--- config.mk ---
export PLATFORM = sky130hd
export DESIGN_NAME = bus_fabric
export DESIGN_NICKNAME = d
export VERILOG_FILES = /design/src/rtl/bus_fabric.sv
export SDC_FILE = /design/constraint.sdc
export NUM_CORES = 1
export LEC_CHECK = 0
export ABC_AREA = 0
export BUFFER_PORTS_ARGS = -buffer_cell sky130_fd_sc_hd__buf_4
export CORE_ASPECT_RATIO = 0.7
export CORE_UTILIZATION = 49
export DETAILED_ROUTE_END_ITERATION = 8
export PLACE_DENSITY = 0.86
export SLEW_MARGIN = 20
export SYNTH_ARGS = -nofsm -noshare
export SYNTH_HDL_FRONTEND = slang
export SYNTH_SLANG_ARGS = --single-unit
--- constraint.sdc ---
create_clock -name clk -period 3.9 [get_ports clk]
set_input_delay 0.78 -clock clk [delete_from_list [all_inputs] [get_ports clk]]
set_output_delay 0.78 -clock clk [all_outputs]
set_load 0.02 [all_outputs]
--- src/rtl/bus_fabric.sv ---
// N-source priority bus mux with optional output register, idle hold, contention logging and transfer count.
// Latency 0 or 1 cycle (REG_OUT); no backpressure, a request is resolved every cycle.
module bus_fabric #(
  parameter int               WIDTH     = 32,
  parameter int               N_SRC     = 6,
  parameter bit               REG_OUT   = 1'b1,
  parameter bit               HOLD_LAST = 1'b1,
  parameter logic [WIDTH-1:0] IDLE_VAL  = '0,
  parameter int               CNT_W     = 16,
  localparam int              OW        = (N_SRC > 1) ? $clog2(N_SRC) : 1
) (
  input  logic                   clk,
  input  logic                   rst,
  input  logic [N_SRC*WIDTH-1:0] src_data,
  input  logic [N_SRC-1:0]       src_rd,
  output logic [WIDTH-1:0]       bus,
  output logic                   bus_valid,
  output logic [OW-1:0]          bus_owner,
  output logic                   conflict,
  output logic                   conflict_sticky,
  output logic [N_SRC-1:0]       conflict_mask,
  input  logic                   clr_err,
  input  logic                   cnt_clr,
  output logic [CNT_W-1:0]       xfer_count
);

  logic [WIDTH-1:0] sel_dat;
  logic [WIDTH-1:0] last_q;
  logic [WIDTH-1:0] hold_dat;
  logic [OW-1:0]    sel_idx;
  logic             sel_vld;
  logic             multi;

  // During reset the held register is about to be cleared, so show IDLE_VAL already.
  assign hold_dat = (HOLD_LAST && !rst) ? last_q : IDLE_VAL;

  // Descending scan so the lowest set index is the last assignment and wins.
  always_comb begin
    sel_vld = 1'b0;
    sel_idx = '0;
    sel_dat = hold_dat;
    for (int i = N_SRC - 1; i >= 0; i--) begin
      if (src_rd[i]) begin
        sel_vld = 1'b1;
        sel_idx = OW'(i);
        sel_dat = src_data[i*WIDTH +: WIDTH];
      end
    end
  end

  // Clearing the lowest set bit leaves something only when two or more were set.
  assign multi = (src_rd & (src_rd - N_SRC'(1))) != '0;

  always_ff @(posedge clk) begin
    if (rst) begin
      last_q <= IDLE_VAL;
    end else if (sel_vld) begin
      last_q <= sel_dat;
    end
  end

  generate
    if (REG_OUT) begin : g_reg_out
      always_ff @(posedge clk) begin
        if (rst) begin
          bus       <= IDLE_VAL;
          bus_valid <= 1'b0;
          bus_owner <= '0;
        end else begin
          bus       <= sel_dat;
          bus_valid <= sel_vld;
          bus_owner <= sel_idx;
        end
      end
    end else begin : g_comb_out
      assign bus       = sel_dat;
      assign bus_valid = sel_vld;
      assign bus_owner = sel_idx;
    end
  endgenerate

  always_ff @(posedge clk) begin
    if (rst) begin
      conflict        <= 1'b0;
      conflict_sticky <= 1'b0;
      conflict_mask   <= '0;
    end else begin
      conflict <= multi;
      if (multi) begin
        conflict_sticky <= 1'b1;
      end else if (clr_err) begin
        conflict_sticky <= 1'b0;
      end
      // A clear in the same cycle as contention re-arms capture for the new offender.
      if (multi && (!conflict_sticky || clr_err)) begin
        conflict_mask <= src_rd;
      end else if (clr_err) begin
        conflict_mask <= '0;
      end
    end
  end

  always_ff @(posedge clk) begin
    if (rst || cnt_clr) begin
      xfer_count <= '0;
    end else if (sel_vld && (xfer_count != {CNT_W{1'b1}})) begin
      xfer_count <= xfer_count + CNT_W'(1);
    end
  end

endmodule

; Word level (Yosys, flattened, before mapping)
; Index checks and enable logic that the tools add are counted.
[classes]
addsub = 2
eq_ne = 1
muxes = 21
bitwise = 1
reduce_logical = 11
[op_table]
columns = op, count
row1 = $mux W32, 6
row2 = $add A16 B1 Y16 const B, 1
row3 = $ne A16 B16 Y1 const B, 1
row4 = $mux W6, 2
row5 = $mux W1, 9
row6 = $and A6 B6 Y6, 1
row7 = $mux W3, 2
row8 = $reduce_bool A6 Y1, 1
row9 = $sub A6 B1 Y6 const B, 1
row10 = $reduce_or A5 Y1, 1
row11 = $mux W2, 2
row12 = $reduce_bool A2 Y1, 2
row13 = $reduce_or A3 Y1, 1
row14 = $logic_and A1 B1 Y1, 2
row15 = $logic_or A1 B1 Y1, 2
row16 = $reduce_or A2 Y1, 1
row17 = $logic_not A1 Y1, 1
[totals]
reg_bits = 92
output_inout_bits = 60
word_cells = 46

; Depth between registers and ports, before layout
; Gate-level depths: netlist of run 1.
[logic_depth]
ltp_word = 7
depth_mapped = 6
mapped_depth_nobuf = 5

; Worst setup path before layout of run 1
; Ideal clock, no wire load.
[synth_timing]
kind = input-to-reg
from = in src_rd[3]
to = reg conflict_mask[0]
arrival_time_ns = 2.063
required_ns = 3.799
path_slack_ns = 1.736
stages = 5
path_cell_list = or4_1 > buf_2 > a221oi_4 > o21ai_0 > o41ai_1
[synth_via]
elab_chain_cells = 5
elab_cells_between_ends = 6
classes_between = add/sub (1) / mux (1) / bitwise (1) / reduce/logical (3)
[synth_lines]
columns = item, line_no
row1 = "start, declared", 15  ; input logic [N_SRC-1:0] src_rd,
row2 = $sub A6 B1 Y6, 52  ; assign multi = (src_rd & (src_rd - N_SRC'(1))) != '0;
row3 = $and A6 B6 Y6 (*), 52
row4 = $reduce_bool A6 Y1 (*), 52
row5 = $logic_and A1 B1 Y1 (*), 95  ; if (multi && (!conflict_sticky || clr_err)) begin
row6 = $mux W6 or $reduce_bool A2 Y1 (tied branches), n/a
row7 = "end signal, assigned", 96  ; conflict_mask <= src_rd;
row8 = "end, declared", 21  ; output logic [N_SRC-1:0] conflict_mask,
; Every way passes the cells marked *; elsewhere a longest branch is shown, timed or not.
; A chain may end at the register's enable or synchronous reset.

; Worst setup path in the final report of run 1
[layout_timing]
from = in src_rd[0]
to = reg xfer_count[15]
[layout_via]
elab_chain_cells = 2
[layout_lines]
columns = item, line_no
row1 = $mux W1, 43  ; if (src_rd[i]) begin
row2 = $logic_and A1 B1 Y1, 106  ; end else if (sel_vld && (xfer_count != {CNT_W{1'b1}})) begin
row3 = "end signal, assigned", 107  ; xfer_count <= xfer_count + CNT_W'(1);
row4 = "end, declared", 24  ; output logic [CNT_W-1:0] xfer_count
; Every way passes these cells.

==> impl_metrics.toml, run 1 <==
[sta]
setup-violations-final = 0
hold_violations = 0
slew-limit-headroom_pct = 32.13
tightest_slew_ns = 1.018
maxSlewViolCount = 0
setup_tns_ns = 0
fin_crit_ns = 2.599
fin_crit_sh_pct = 66.64
rsz0062_at_grt = "no"
max_freq_ghz = 0.3848
skew_ns = 0.008238

[yosys]
synthAdderAreaFrac_pct = 0.2524
synthTopCellsByArea = "dfxtp_1 37%, a221oi_1 16%, mux2i_1 7.1%"
yosys_warnings = 0
yosys.area.top_type = "dfxtp_1"
synthMostInstantiatedCell = "a221oi_1"
synth_ff_type = "dfxtp_1"
seq_area_frac_synth_pct = 37.15
synth_edf_count = 0
ys_types = 45
syn_avg_cell_area_um2 = 8.758
synth_cells = 566
synth_nets = 769
async_flop_share_pct = 0
ys_ff_latch = 92
synth_compound_area_share_pct = 32.56
syn-cell-area_um2 = 4957
synth_top_family_by_area = "compound AO/OA/AOI/OAI gates"
ys_top_cells_by_count = "93 x a221oi_1, 92 x dfxtp_1, 44 x clkbuf_1"
yosys.area_share.simple_pct = 15.90
yosysTopAreaCellShare_pct = 37.15
muxShareOfSynthArea_pct = 7.067
synthXorXnorAreaFrac_pct = 0

[route]
drt_iter0_drc = 342
viasPerCell = 6.202
vias = 5737
first_pass_iters = 5
wire_per_inst_um = 18.73
ant_nets = 0
drc = 0
drt_wl_total_mm = 17.32

[worst_hold_path]
hp-class = "flop to flop"
min-delay-start = "xfer_count[5]$_SDFFE_PP0P_"

[cts]
clockBufferDepth = 2
post_cts_buffers = 0
ctsHoldBuffers = 0
clkSlewWorstSetupHoldPaths_ns = 0.07
root_buffer = "clkbuf_16"
cts_tree = "yes"
cts_buffers = 9
clock-sinks = 92
clkLatencyLatePin_ns = 0.34
htree_levels = 3
ctsResizeCount = 0

[final_layout]
fillers = 768
area_delta_synth_final_pct = 45.73
drive_gt1_share_pct = 37.14
final_area_um2 = 7224
fin_nets = 995
diodes = 0

[status]
status = "completed"

[global_route]
grt_max_degree = 102
grt_overflow = 0
antenna_found_initial = 0
grt_pass1_vias = 5435
grt_pass1_wl_mm = 26.66
grt_usage_pct = 32.25

[worst_setup_path]
rr_startpoint = "xfer_count[0]$_SDFFE_PP0P_"
path_max_fanout = 101
path_class = "input port to flop"
worstSetupEndpointType = "flop"
critPathArrivalTime_ns = 2.87
critPathLaunch = "src_rd[0]"
worstPathRequired_ns = 4.17
cp-start-kind = "input port"

[floorplan]
dieWidth_um = 122.2
die_area_um2 = 10530
io_pins = 262
start_util_pct = 50.79
fp.dieH_um = 86.16
num_rows = 30
core_area_um2 = 9759

[placement]
dp_hpwl_mm = 12.21
gp_congestion = 0.8789
place_area_um2 = 6927
io_buffers = 261

[power_and_ir_drop]
ir_worst_vdd_mv = 0.2785
p_leak_nw = 3.244
p_per_area_nw_per_um2 = 333.7

[job]
maxCapViolCount = 0
metal layers:
layer  up-vias  track usage [%]  routed length [µm]
met5         -                0                   0
met4         0            11.86                 455
met3        49            7.513                1369
met2       308            57.05                8793
met1      2742            37.88                6706
li1       2638                -                   -
cells by family after synthesis:
| logic type | count (synthesis) |
|---|---|
| adders and majority gates | 1 |
| buffers and inverters | 91 |
| AOI/OAI and AO/OA | 213 |
| DFF | 92 |
| and+or+nand+nor | 134 |
| muxes | 35 |
area by class of cell:
type	instances	area, µm²	area share [%]
repair buffers	268	2012	27.85
flip-flops and latches	92	1842	25.49
multi-input cells	383	2770	38.34
inverters	38	142.6	1.974
clock buffers	12	266.5	3.689
well taps	128	160.2	2.217
clock inverters	4	31.28	0.4330
placed cells by master (no fill, tap or decap), drive strengths merged, types with 13 or more instances in the layout:
master    n
o21ai    45
nor2b    33
buf     268
a211oi   34
dfxtp    92
a21oi    13
inv      39
and2     34
a221oi   94
nor2     14
mux2i    35
nand2    13
worst paths after layout:
check	endpoint	depth (start not counted)	slack, ns
worst min-delay path	xfer_count[5]$_SDFFE_PP0P_	2	0.51
worst max register to register	xfer_count[15]$_SDFFE_PP0P_	5	1.92
worst min register to register	xfer_count[5]$_SDFFE_PP0P_	2	0.51
worst max-delay path	xfer_count[15]$_SDFFE_PP0P_	5	1.30
critical path, cell delays in order:
cell and delay (ns):
buf_4 0.74, nor4_1 0.13, a21oi_1 0.64, and4_1 0.32, mux2i_1 0.18
stage by stage:
step           hold slack, ns  cells  utilization, %  setup slack, ns  power (mW)
2_1_floorplan          0.5548    566               -            1.736       1.296
3_3_place_gp           0.4851    909           70.97            1.125       1.553
3_5_place_dp           0.4936    909           70.97            1.006       1.568
4_1_cts                0.5040    925           74.03            1.364       2.415
5_1_grt                0.5171    925           74.03            1.064       2.504
6_report               0.5102    925           74.03            1.301       2.411
where the power goes:
group | total [mW] | switching (mW) | leakage, nW | internal (mW)
clock network | 0.859 | 0.371 | 0.149 | 0.488
logic | 0.531 | 0.262 | 2.33 | 0.270
registers | 1.02 | 0.0211 | 0.763 | 1.00
total | 2.41 | 0.654 | 3.24 | 1.76
registers in the layout, summed over array words and instances, names as in the netlist:
signal           count
last_q              32
xfer_count          16
bus                 32
conflict_sticky      1
bus_owner            3
conflict_mask        6
conflict             1
bus_valid            1
(Power assumes the default switching activity.)
==> inputs of run 2 (changes only) <==
- CORE_UTILIZATION: 49 -> 46
- PLACE_DENSITY: 0.86 -> 0.82
- clock period: 3.9 -> 2.7 ns (I/O delays scaled with it)
==> run 2 against run 1 <==
First-iteration DRC count up 25%. Count of clock-buffer cells in the layout is the same. Clock skew fell by 0.0021 ns. Clock power is 48% higher. Final cell count increased by 0.86%. Die area up 6.4%. Register-to-register slack lost 1.2 ns. Worst hold slack lost 0.0094 ns. Sequential share of layout area fell by 0.17 points. Critical endpoint is now bus[22]$_SDFF_PP0_. Largest cell class unchanged. Highest routed layer unchanged.
==> impl_metrics.toml, run 2 (synthesis results as in run 1) <==
[status]
status = "completed"

[cts]
clockBufferDepth = 2
clkLatencyLatePin_ns = 0.33
clock-sinks = 92
cts_tree = "yes"
clkSlewWorstSetupHoldPaths_ns = 0.06
cts_buffers = 9
root_buffer = "clkbuf_16"
ctsResizeCount = 0
htree_levels = 3
ctsHoldBuffers = 0
post_cts_buffers = 0

[placement]
gp_congestion = 0.9047
preCtsSetupSlack_ns = 0.2863
io_buffers = 261
numPlacedInstances = 918
dp_hpwl_mm = 12.27

[power_and_ir_drop]
cell_internal_pwr_mw = 2.602
power_mw = 3.519
p_comb_share_pct = 22.0
p_seq_share_pct = 41.9
p_leak_nw = 3.265
p_per_area_nw_per_um2 = 484.0
switching_share_pct = 26.06
ir_worst_vdd_mv = 0.4177
p_switching_mw = 0.9173
pwr-share-clk_pct = 36.1

[floorplan]
dieWidth_um = 126.1
num_rows = 31
io_pins = 262
core_area_um2 = 10400
fp.dieH_um = 88.86
die_area_um2 = 11200
start_util_pct = 47.69

[sta]
slew-limit-headroom_pct = 37.35
tightest_slew_ns = 0.9387
skew_ns = 0.006126
maxSlewViolCount = 0
fin_crit_sh_pct = 76.83
setup-violations-final = 0
setup_slack_ns = 0.6255
max_freq_ghz = 0.4820
rsz0062_at_grt = "no"
hold_violations = 0
fin_crit_ns = 2.074
setup_tns_ns = 0

[global_route]
grt_max_degree = 56
grt_pass1_vias = 5220
grt_overflow = 0
grt_usage_pct = 29.72
grt_pass1_wl_mm = 25.93
antenna_found_initial = 0

[route]
vias = 5734
viasPerCell = 6.146
drc = 0
ant_nets = 0
first_pass_iters = 6
drt_wl_total_mm = 17.52
wire_per_inst_um = 18.78
drt_iter0_drc = 428

[worst_setup_path]
cp-start-kind = "input port"
critPathArrivalTime_ns = 2.30
worstPathRequired_ns = 2.93
path_max_fanout = 20
path_class = "input port to flop"
worstSetupEndpointType = "flop"

[worst_hold_path]
hp-class = "input port to flop"

[final_layout]
final_cells = 933
fin_nets = 1000
area_delta_synth_final_pct = 46.69
final_util_pct = 69.96
diodes = 0
fillers = 820
drive_gt1_share_pct = 37.20
mostFrequentLayoutCells = "273 x buf_4, 93 x a221oi_1, 92 x dfxtp_1, 38 x inv_1, 35 x mux2i_1"
mostFrequentLayoutCell = "buf_4"
top_regs = "bus x32, last_q x32, xfer_count x16"

[job]
maxCapViolCount = 0
-- run 2: power by group through the flow --
| stage | Combinational (mW) | Clock (mW) | Sequential (mW) |
|---|---|---|---|
| 2_1_floorplan | 0.313 | 0 | 1.56 |
| 3_3_place_gp | 0.742 | 0 | 1.50 |
| 3_5_place_dp | 0.764 | 0 | 1.51 |
| 4_1_cts | 0.767 | 1.29 | 1.48 |
| 5_1_grt | 0.828 | 1.36 | 1.48 |
| 6_report | 0.773 | 1.27 | 1.48 |
-- run 2: path summary, 6_finish.rpt --
path	to	slack (ns)	cells after the start	from
min	last_q[5]$_SDFFE_PP0P_	0.50	3	src_data[5]
max	bus[22]$_SDFF_PP0_	0.63	5	src_rd[1]
min reg2reg	xfer_count[9]$_SDFFE_PP0P_	0.50	2	xfer_count[9]$_SDFFE_PP0P_
max reg2reg	xfer_count[15]$_SDFFE_PP0P_	0.74	5	xfer_count[0]$_SDFFE_PP0P_
-- run 2: routing by layer --
metal,share of wire [%],vias up,GRT usage [%]
li1,-,2645,-
met1,39,2731,35.27
met2,50,320,52.54
met3,9.0,38,7.860
met4,1.9,0,10.84
met5,0,-,0
-- run 2: worst max-delay path, stage by stage --
cell      delay (ns)
buf_4           0.21
nor2_2          0.74
buf_4           0.37
a221oi_1        0.13
a221oi_1        0.30
-- run 2: area by class of cell --
| class | count | area [µm²] | share of cell area, % |
|---|---|---|---|
| clock buffer | 12 | 256.5 | 3.527 |
| clock inverter | 3 | 46.29 | 0.6366 |
| inverter | 38 | 142.6 | 1.961 |
| multi-input combinational | 383 | 2770 | 38.09 |
| sequential | 92 | 1842 | 25.33 |
| tap | 132 | 165.2 | 2.271 |
| timing repair buffer | 273 | 2049 | 28.18 |
-- run 2: through the flow --
stage	instance area, µm²	hold WS [ns]
final	7272	0.5008
after CTS	7272	0.4911
after global placement	6969	0.4839
after global routing	7272	0.4920
after detailed placement	6969	0.4965
after floorplan	4957	0.5548
